`config.mk`:
```
export PLATFORM = sky130hd
export DESIGN_NAME = fmaadd_pipe
export DESIGN_NICKNAME = d
export VERILOG_FILES = /design/src/rtl/fmaadd_pipe.sv
export SDC_FILE = /design/constraint.sdc
export NUM_CORES = 2
export LEC_CHECK = 0
export BUFFER_PORTS_ARGS = -buffer_cell sky130_fd_sc_hd__clkbuf_2
export CORE_MARGIN = 1.5
export CORE_UTILIZATION = 43
export CTS_BUF_LIST = sky130_fd_sc_hd__clkbuf_16
export CTS_CLUSTER_SIZE = 16
export DETAILED_ROUTE_END_ITERATION = 7
export HOLD_SLACK_MARGIN = 0.06
export PLACE_DENSITY = 0.68
export SYNTH_ARGS = -nofsm -noshare
export SYNTH_HDL_FRONTEND = slang
export SYNTH_SLANG_ARGS = --single-unit
```
`constraint.sdc`:
```
create_clock -name clk -period 21.4 [get_ports clk]
set_clock_uncertainty 0.2 [all_clocks]
set_input_delay 4.28 -clock clk [delete_from_list [all_inputs] [get_ports clk]]
set_output_delay 4.28 -clock clk [all_outputs]
set_load 0.05 [all_outputs]
```
`src/rtl/fmaadd_pipe.sv`:
```
// Pipelined FMA addition stage: adds the aligned addend to the product and returns sign/magnitude.
// Optional leading-zero count of the sum is built when FMAADD_LZC_EN is defined.
module fmaadd_pipe #(
    parameter int unsigned NF     = 52,
    parameter int unsigned NE     = 11,
    parameter int unsigned STAGES = 2
) (
    input  logic                      clk,
    input  logic                      reset,
    input  logic                      InValid,
    output logic                      InReady,
    input  logic                      Flush,
    input  logic [3*NF+5:0]           Am,
    input  logic [2*NF+1:0]           Pm,
    input  logic [NE-1:0]             Ze,
    input  logic [NE+1:0]             Pe,
    input  logic                      Ps,
    input  logic                      InvA,
    input  logic                      KillProd,
    input  logic                      ASticky,
    output logic                      OutValid,
    input  logic                      OutReady,
    output logic [3*NF+5:0]           Sm,
    output logic                      Ss,
    output logic [NE+1:0]             Se
`ifdef FMAADD_LZC_EN
    ,
    output logic [$clog2(3*NF+7)-1:0] SmLzc
`endif
);

    localparam int unsigned W   = 3*NF + 6;
    localparam int unsigned W1  = W + 1;
    localparam int unsigned H   = (W + 1) / 2;
    localparam int unsigned HP1 = H + 1;
    localparam int unsigned WH1 = W + 1 - H;
    localparam int unsigned WH2 = W - H;
    localparam int unsigned LW  = $clog2(W + 1);

    // Stage-1 payload: finished low halves with carries, raw high halves, controls.
    typedef struct packed {
        logic [WH1-1:0] xh;
        logic [WH1-1:0] yh;
        logic [WH2-1:0] ah;
        logic [WH2-1:0] bh;
        logic [H-1:0]   lo1;
        logic           c1;
        logic [H-1:0]   lo2;
        logic           c2;
        logic           ps;
        logic [NE+1:0]  se;
    } s1_t;

    logic [2*NF+1:0] pmk;
    logic [W-1:0]    ami;
    logic [W-1:0]    b2;
    logic [W:0]      x1;
    logic [W:0]      y1;
    logic            cin1;
    logic            k2;
    logic [H:0]      lo1_sum;
    logic [H:0]      lo2_sum;
    s1_t             s1_d;
    s1_t             s1_q;

    logic [WH1-1:0]  hi1;
    logic [WH2-1:0]  hi2;
    logic            negsum;
    logic [W-1:0]    sm_c;
    logic            ss_c;

    logic            adv2;
    logic            feed;

`ifdef FMAADD_LZC_EN
    function automatic logic [LW-1:0] lzc(input logic [W-1:0] v);
        lzc = LW'(W);
        for (int i = 0; i < int'(W); i++) begin
            if (v[i]) lzc = LW'(int'(W) - 1 - i);
        end
    endfunction
`endif

    // Low halves of the true sum and of the negated sum, plus operand high halves.
    always_comb begin
        pmk     = KillProd ? '0 : Pm;
        ami     = InvA ? ~Am : Am;
        x1      = W1'({pmk, 2'b00});
        y1      = {InvA, ami};
        cin1    = (~ASticky | KillProd) & InvA;
        b2      = {{(NF+2){1'b1}}, ~pmk, 2'b00};
        k2      = ~ASticky | ~KillProd;
        lo1_sum = {1'b0, x1[H-1:0]} + {1'b0, y1[H-1:0]} + HP1'(cin1);
        lo2_sum = {1'b0, Am[H-1:0]} + {1'b0, b2[H-1:0]} + {{(H-2){1'b0}}, k2, 2'b00};
        s1_d.xh  = x1[W:H];
        s1_d.yh  = y1[W:H];
        s1_d.ah  = Am[W-1:H];
        s1_d.bh  = b2[W-1:H];
        s1_d.lo1 = lo1_sum[H-1:0];
        s1_d.c1  = lo1_sum[H];
        s1_d.lo2 = lo2_sum[H-1:0];
        s1_d.c2  = lo2_sum[H];
        s1_d.ps  = Ps;
        s1_d.se  = KillProd ? {2'b00, Ze} : Pe;
    end

    // High halves; the carry out of the true sum decides which sum is the magnitude.
    always_comb begin
        hi1    = s1_q.xh + s1_q.yh + WH1'(s1_q.c1);
        hi2    = s1_q.ah + s1_q.bh + WH2'(s1_q.c2);
        negsum = hi1[WH1-1];
        sm_c   = negsum ? {hi2, s1_q.lo2} : {hi1[WH1-2:0], s1_q.lo1};
        ss_c   = negsum ^ s1_q.ps;
    end

    assign adv2 = ~OutValid | OutReady;

    generate
        if (STAGES == 2) begin : g_two
            logic v1;

            assign InReady = ~v1 | adv2;
            assign feed    = v1;

            always_ff @(posedge clk or posedge reset) begin
                if (reset) begin
                    v1   <= 1'b0;
                    s1_q <= '0;
                end else if (Flush) begin
                    v1 <= 1'b0;
                end else if (~v1 | adv2) begin
                    v1 <= InValid;
                    if (InValid) s1_q <= s1_d;
                end
            end
        end else begin : g_one
            assign InReady = adv2;
            assign feed    = InValid;
            assign s1_q    = s1_d;
        end
    endgenerate

    // Output stage holds its contents whenever downstream stalls.
    always_ff @(posedge clk or posedge reset) begin
        if (reset) begin
            OutValid <= 1'b0;
            Sm       <= '0;
            Ss       <= 1'b0;
            Se       <= '0;
`ifdef FMAADD_LZC_EN
            SmLzc    <= '0;
`endif
        end else if (Flush) begin
            OutValid <= 1'b0;
        end else if (adv2) begin
            OutValid <= feed;
            if (feed) begin
                Sm    <= sm_c;
                Ss    <= ss_c;
                Se    <= s1_q.se;
`ifdef FMAADD_LZC_EN
                SmLzc <= lzc(sm_c);
`endif
            end
        end
    end

endmodule

```
# Yosys cells after proc, flatten, opt, wreduce, memory -nomap -nowiden
# Cells that the tools add are included.
classes:
  order_cmp: 0
  bitwise_logic: 13
  n_div: 0
  addsub: 8
  n_mul: 0
  n_mux: 8
  n_eq_ne: 0
  shifts: 0
  reduce_logical: 4
op_table:
  columns: ["operator", "count"]
  rows:
  - ["$mux 162", 2]
  - ["$add 81x81->82", 2]
  - ["$add 82x1->82", 2]
  - ["$not 162->162", 1]
  - ["$mux 106", 1]
  - ["$not 106->106", 1]
  - ["$add 27x82->82", 1]
  - ["$add 82x3->82", 1]
  - ["$add 81x1->81", 1]
  - ["$add 81x81->81", 1]
  - ["$mux 13", 1]
  - ["$reduce_and 3->1", 2]
  - ["$not 1->1", 5]
  - ["$mux 1", 4]
  - ["$or 1x1->1", 4]
  - ["$reduce_bool 2->1", 2]
  - ["$and 1x1->1", 1]
  - ["$xor 1x1->1", 1]
totals:
  latchBits: 0
  input_bits: 301
  ramBits: 0
  n_memories: 0
  out_inout_bits: 178
  rom_bits: 0
  wordCells: 48
  regBits: 574

# Longest topological paths before layout
logic_depth:
  depth_word: 5
  ltp_mapped: 23
  mapped_depth_nobuf: 19

# Least setup slack after synthesis
# OpenSTA, ideal clock, no wires.
synth_path:
  kind: "in2reg"
  startpoint: "in InvA"
  endpoint: "reg s1_q[175] (netlist bit)"
  arrival_time_ns: 9.237
  setup_ns: 0.145
  path_buffers: 7
  setup_slack_ns: 11.818
  cell_stages: 22
  cell_sequence: "buf_6 > buf_2 > clkbuf_1 > clkbuf_1 > buf_2 > clkbuf_1 > buf_1 > xor2_1 > ha_1 > ha_1 > a31o_2 > a221oi_1 > a31oi_1 > o2111a_1 > o211ai_1 > a21oi_1 > a211oi_1 > o221ai_1 > a21oi_1 > o21ai_1 > o311ai_0 > o211ai_1"
synth_between:
  elab_chain_len: 3
synth_rtl:
  columns: ["item", "line", "text"]
  rows:
  - ["start: declaration", "18", "input logic InvA,"]
  - ["$mux 162", "87", "ami = InvA ? ~Am : Am;"]
  - ["$add 81x81->82", "93", "lo1_sum = {1'b0, x1[H-1:0]} + {1'b0, y1[H-1:0]} + HP1'(cin1);"]
  - ["$add 82x1->82 *", "93", null]
  - ["end signal: assignment", "128", "s1_q <= '0;"]
  - ["end signal: assignment", "133", "if (InValid) s1_q <= s1_d;"]
  - ["end: declaration", "64", "s1_t s1_q;"]
# Mark *: on every way between the ends. The rest lies on a longest branch, timed or not.
# A chain may end at the register's enable or synchronous reset.

# Worst setup path in the final report
# Ends and elaborated chain as after synthesis.

==> impl_summary.log <==
[metrics] aggregate global-route resource usage: 27.3%
[metrics] area of the die: 99600 um2
[metrics] ordered list of cells on the worst path: buf_8 > buf_4 > buf_4 > xor2_1 > ha_1 > a21oi_1 > o21bai_1 > a21oi_1 > nor2b_1 > o21ai_0 > a21oi_1 > a21oi_1 > a211oi_1 > o221ai_1 > a21oi_1 > o21ai_1 > o311ai_0 > o211ai_1
[metrics] actual transition at the worst max-transition pin: 1110 ps
[metrics] critical setup path kind: in -> reg
[metrics] worst-path fanout max: 78
[metrics] final number of hold-violating endpoints: 0
[metrics] final setup vio count: 0
[metrics] Syn Inst Count: 5256
[metrics] Worst Hold Class: reg -> reg
[metrics] CTS resizes: 0
[metrics] number of unique standard cell types used by synthesis: 94
[metrics] leading cell types in the layout, fill and taps excluded: nand2_1, dfrtp_1, clkbuf_2
[metrics] outcome: finished, final reports clean
[metrics] post-route design area: 47500 um2
[metrics] Max Freq: 104 MHz
[metrics] DRC errors left: 0
[metrics] Mapped Avg Cell Area: 7.99 um2
[metrics] fraction of post-synthesis cell area in the top cell type by area: 34.2%
[metrics] fin crit period: 9580 ps
[metrics] fraction of the yosys area taken by sequential cells: 34.2%
[metrics] aggregate routed wire length: 139000 um
[metrics] CTS Hold Bufs: 0
[metrics] total number of vias: 38600
[metrics] total of fill cells in the finished design: 9473
[metrics] placed wire-length estimate: 104000 um
[metrics] post-synthesis instance area: 42000 um2
[metrics] fraction of the mapped netlist area in compound gates: 21.4%
[metrics] final weighted congestion in routability-driven placement: 0.953
[metrics] Synth-to-Final Area Change: 13.1%
[metrics] detailed-routing iteration count for the pre-antenna-repair pass: 6
[metrics] Setup TNS Final: 0 ps
[metrics] Root Driver: clkbuf_16
[metrics] Seq cells post-synth: 574
[metrics] pin count of the biggest net entering global routing: 226
[metrics] total clock buffers created by CTS: 72
[metrics] worst skew pair latency: 660 ps
[metrics] capturing element type of the critical path: flop
[metrics] number of flops mapped to enable cells by yosys: 0
[metrics] DIE WIDTH: 316 um
[metrics] Worst EP required: 21700 ps
[metrics] ratio of routed vias to standard cells: 5.61
[metrics] post-place instance area: 45200 um2
[metrics] overflow left after global routing: 0
[metrics] peak ir drop on the vdd network: 72.4 uV
[metrics] adder-cell share of the synthesized area: 10.1%
[metrics] CTS tree: done
[metrics] dominant combinational cell family by area after synthesis: compound AO/OA/AOI/OAI gates
[metrics] period utilization: 44.8%
[metrics] wire length of the first global-routing pass: 212000 um
[metrics] # clock sinks: 574
[metrics] Synth area leader: dfrtp_1
[metrics] Starting Density: 43.4%
[metrics] DRT antenna net count: 0
[metrics] routed wirelength normalized by instance count: 20.2 um
[metrics] total core area: 96700 um2
[metrics] Nets: 6164
[metrics] antenna violations before repair: 12
[metrics] footprint of the flip-flops and latches: 14400 um2
[metrics] data arrival time of the critical path: 9880 ps
[metrics] xor and xnor area share after synthesis: 10.1%
[metrics] worst-case clock buffer depth: 3
[metrics] unrepaired setup endpoints after global routing: false
[metrics] max-capacitance violation count: 0
[metrics] Cell Rows: 114
[metrics] Die Height: 316 um
[metrics] share of cell area taken by muxes after synthesis: 0.613%
[metrics] # Post-CTS Setup Buffers: 0
[metrics] most used cell along the critical path: a21oi_1
[metrics] Critical Path Slowest Stage Cell: buf_4
[metrics] I/O pin count: 479
[metrics] Slew Limit Headroom: 25.9%
[metrics] leak pwr: 22.9 nW
[metrics] total power per unit cell area: 95.9 nW/um2
[metrics] CP peak stage delay: 770 ps
[metrics] max-slew violation total from the final report: 0
[metrics] main area contributors after synthesis: dfrtp_1, nand2_1, ha_1, xnor2_1, o21ai_0
[metrics] simple-gate share of the synthesized area: 19.2%
[metrics] via count of the first global-routing pass: 37000
[metrics] ys async rst share: 100%
[metrics] Synth Flop Type: dfrtp_1
[metrics] DR iter-0 viols: 3013
[metrics] Worst-path clk slew: 60 ps
[metrics] startpoint types: input port
[metrics] net count after synthesis: 5885
[metrics] yosys synthesis warning count: 0
[metrics] number of port buffers: 478
[metrics] ratio of cells with drive above 1 in the final layout: 12.0%
[metrics] most frequent standard cell in the layout excluding fill and tap cells: nand2_1
[metrics] depth of the CTS H-tree: 3
[metrics] area of the multi-input gates: 25800 um2
## routing by layer
metal  vias up  global-route usage [%]  wire (um)
met1     18300                    36.2      60500
met4        12                    10.3       4990
met3       242                    4.98       9200
met2      1239                    44.1      63800
li1      18700                       -          -
met5         -                       0         74
## kinds of logic (layout without fill, tap and decap cells)
logic type      Yosys count  count (layout)
simple gates           1888            1888
compound gates         1470            1470
flops                   574             574
xor+xnor                482             482
buf+inv                 481             816
fa+ha+maj               336             336
mux                      25              25
other cells               0               4
## final timing paths
kind / start / slack (ps) / cells after the start / to
min in group asynchronous: reset / 3630 / 2 / s1_q[7]
hold / removal: s1_q[3] / 260 / 2 / Se[3]
setup / recovery: InvA / 11820 / 18 / s1_q[175]
setup reg to reg: s1_q[96] / 14310 / 16 / Sm[46]
max in group asynchronous: reset / 15020 / 4 / Sm[138]
hold reg to reg: s1_q[3] / 260 / 2 / Se[3]
## power by group
| part | total (mW) | switching, mW | internal, mW |
|---|---|---|---|
| Clock | 1.22 | 0.519 | 0.700 |
| Combinational | 1.83 | 1.23 | 0.594 |
| Sequential | 1.51 | 0.184 | 1.33 |
| Total | 4.56 | 1.94 | 2.62 |
## state kept, by name (all words and copies together) (netlist names)
| register | count |
|---|---|
| s1_q | 396 |
| Sm | 162 |
| Se | 13 |
| OutValid | 1 |
| Ss | 1 |
| feed | 1 |
## final cells by class
cell class              count  area share (%)
repair buffers            514            5.73
clock buffers              72            3.79
multi-input cells        4201            54.4
inverters                 172            1.38
clock inverters            58            1.05
well taps                1276            3.36
diodes                      4          0.0211
flip-flops and latches    574            30.2
## cell usage after synthesis, types with 40 or more instances
cell / count
a21oi_1: 389
o21bai_1: 49
nand2_1: 1099
nor2_1: 357
xnor2_1: 275
o21ai_1: 45
nor3_1: 62
nor2b_1: 56
inv_1: 171
nand3_1: 75
nand2b_1: 44
o21ai_0: 440
and3_1: 40
xor2_1: 206
dfrtp_1: 574
ha_1: 322
clkbuf_1: 260
nand4_1: 72
a31oi_1: 123
a21o_1: 147
## per-stage QoR
| step | power, mW | std cells | utilization [%] | hold slack [ps] | worst slack (ps) |
|---|---|---|---|---|---|
| floorplan | 2.81 | 5256 | - | 239 | 862 |
| global placement | 3.32 | 6737 | 46.7 | 245 | 11170 |
| detailed placement | 3.34 | 6737 | 46.7 | 249 | 11190 |
| CTS | 4.58 | 6867 | 49.1 | 263 | 11850 |
| global route | 4.82 | 6870 | 49.1 | 291 | 11330 |
| finish | 4.56 | 6871 | 49.1 | 264 | 11820 |
## critical path: cells and delay by family
kind                     cells  cell delay (ps)
buffers and inverters        3             1960
XOR/XNOR                     1              150
AND/OR/NAND/NOR              1              160
AO/OA/AOI/OAI               12             2830
adder cells (fa/ha/maj)      1              430
Power figures use the tool's default switching activity.
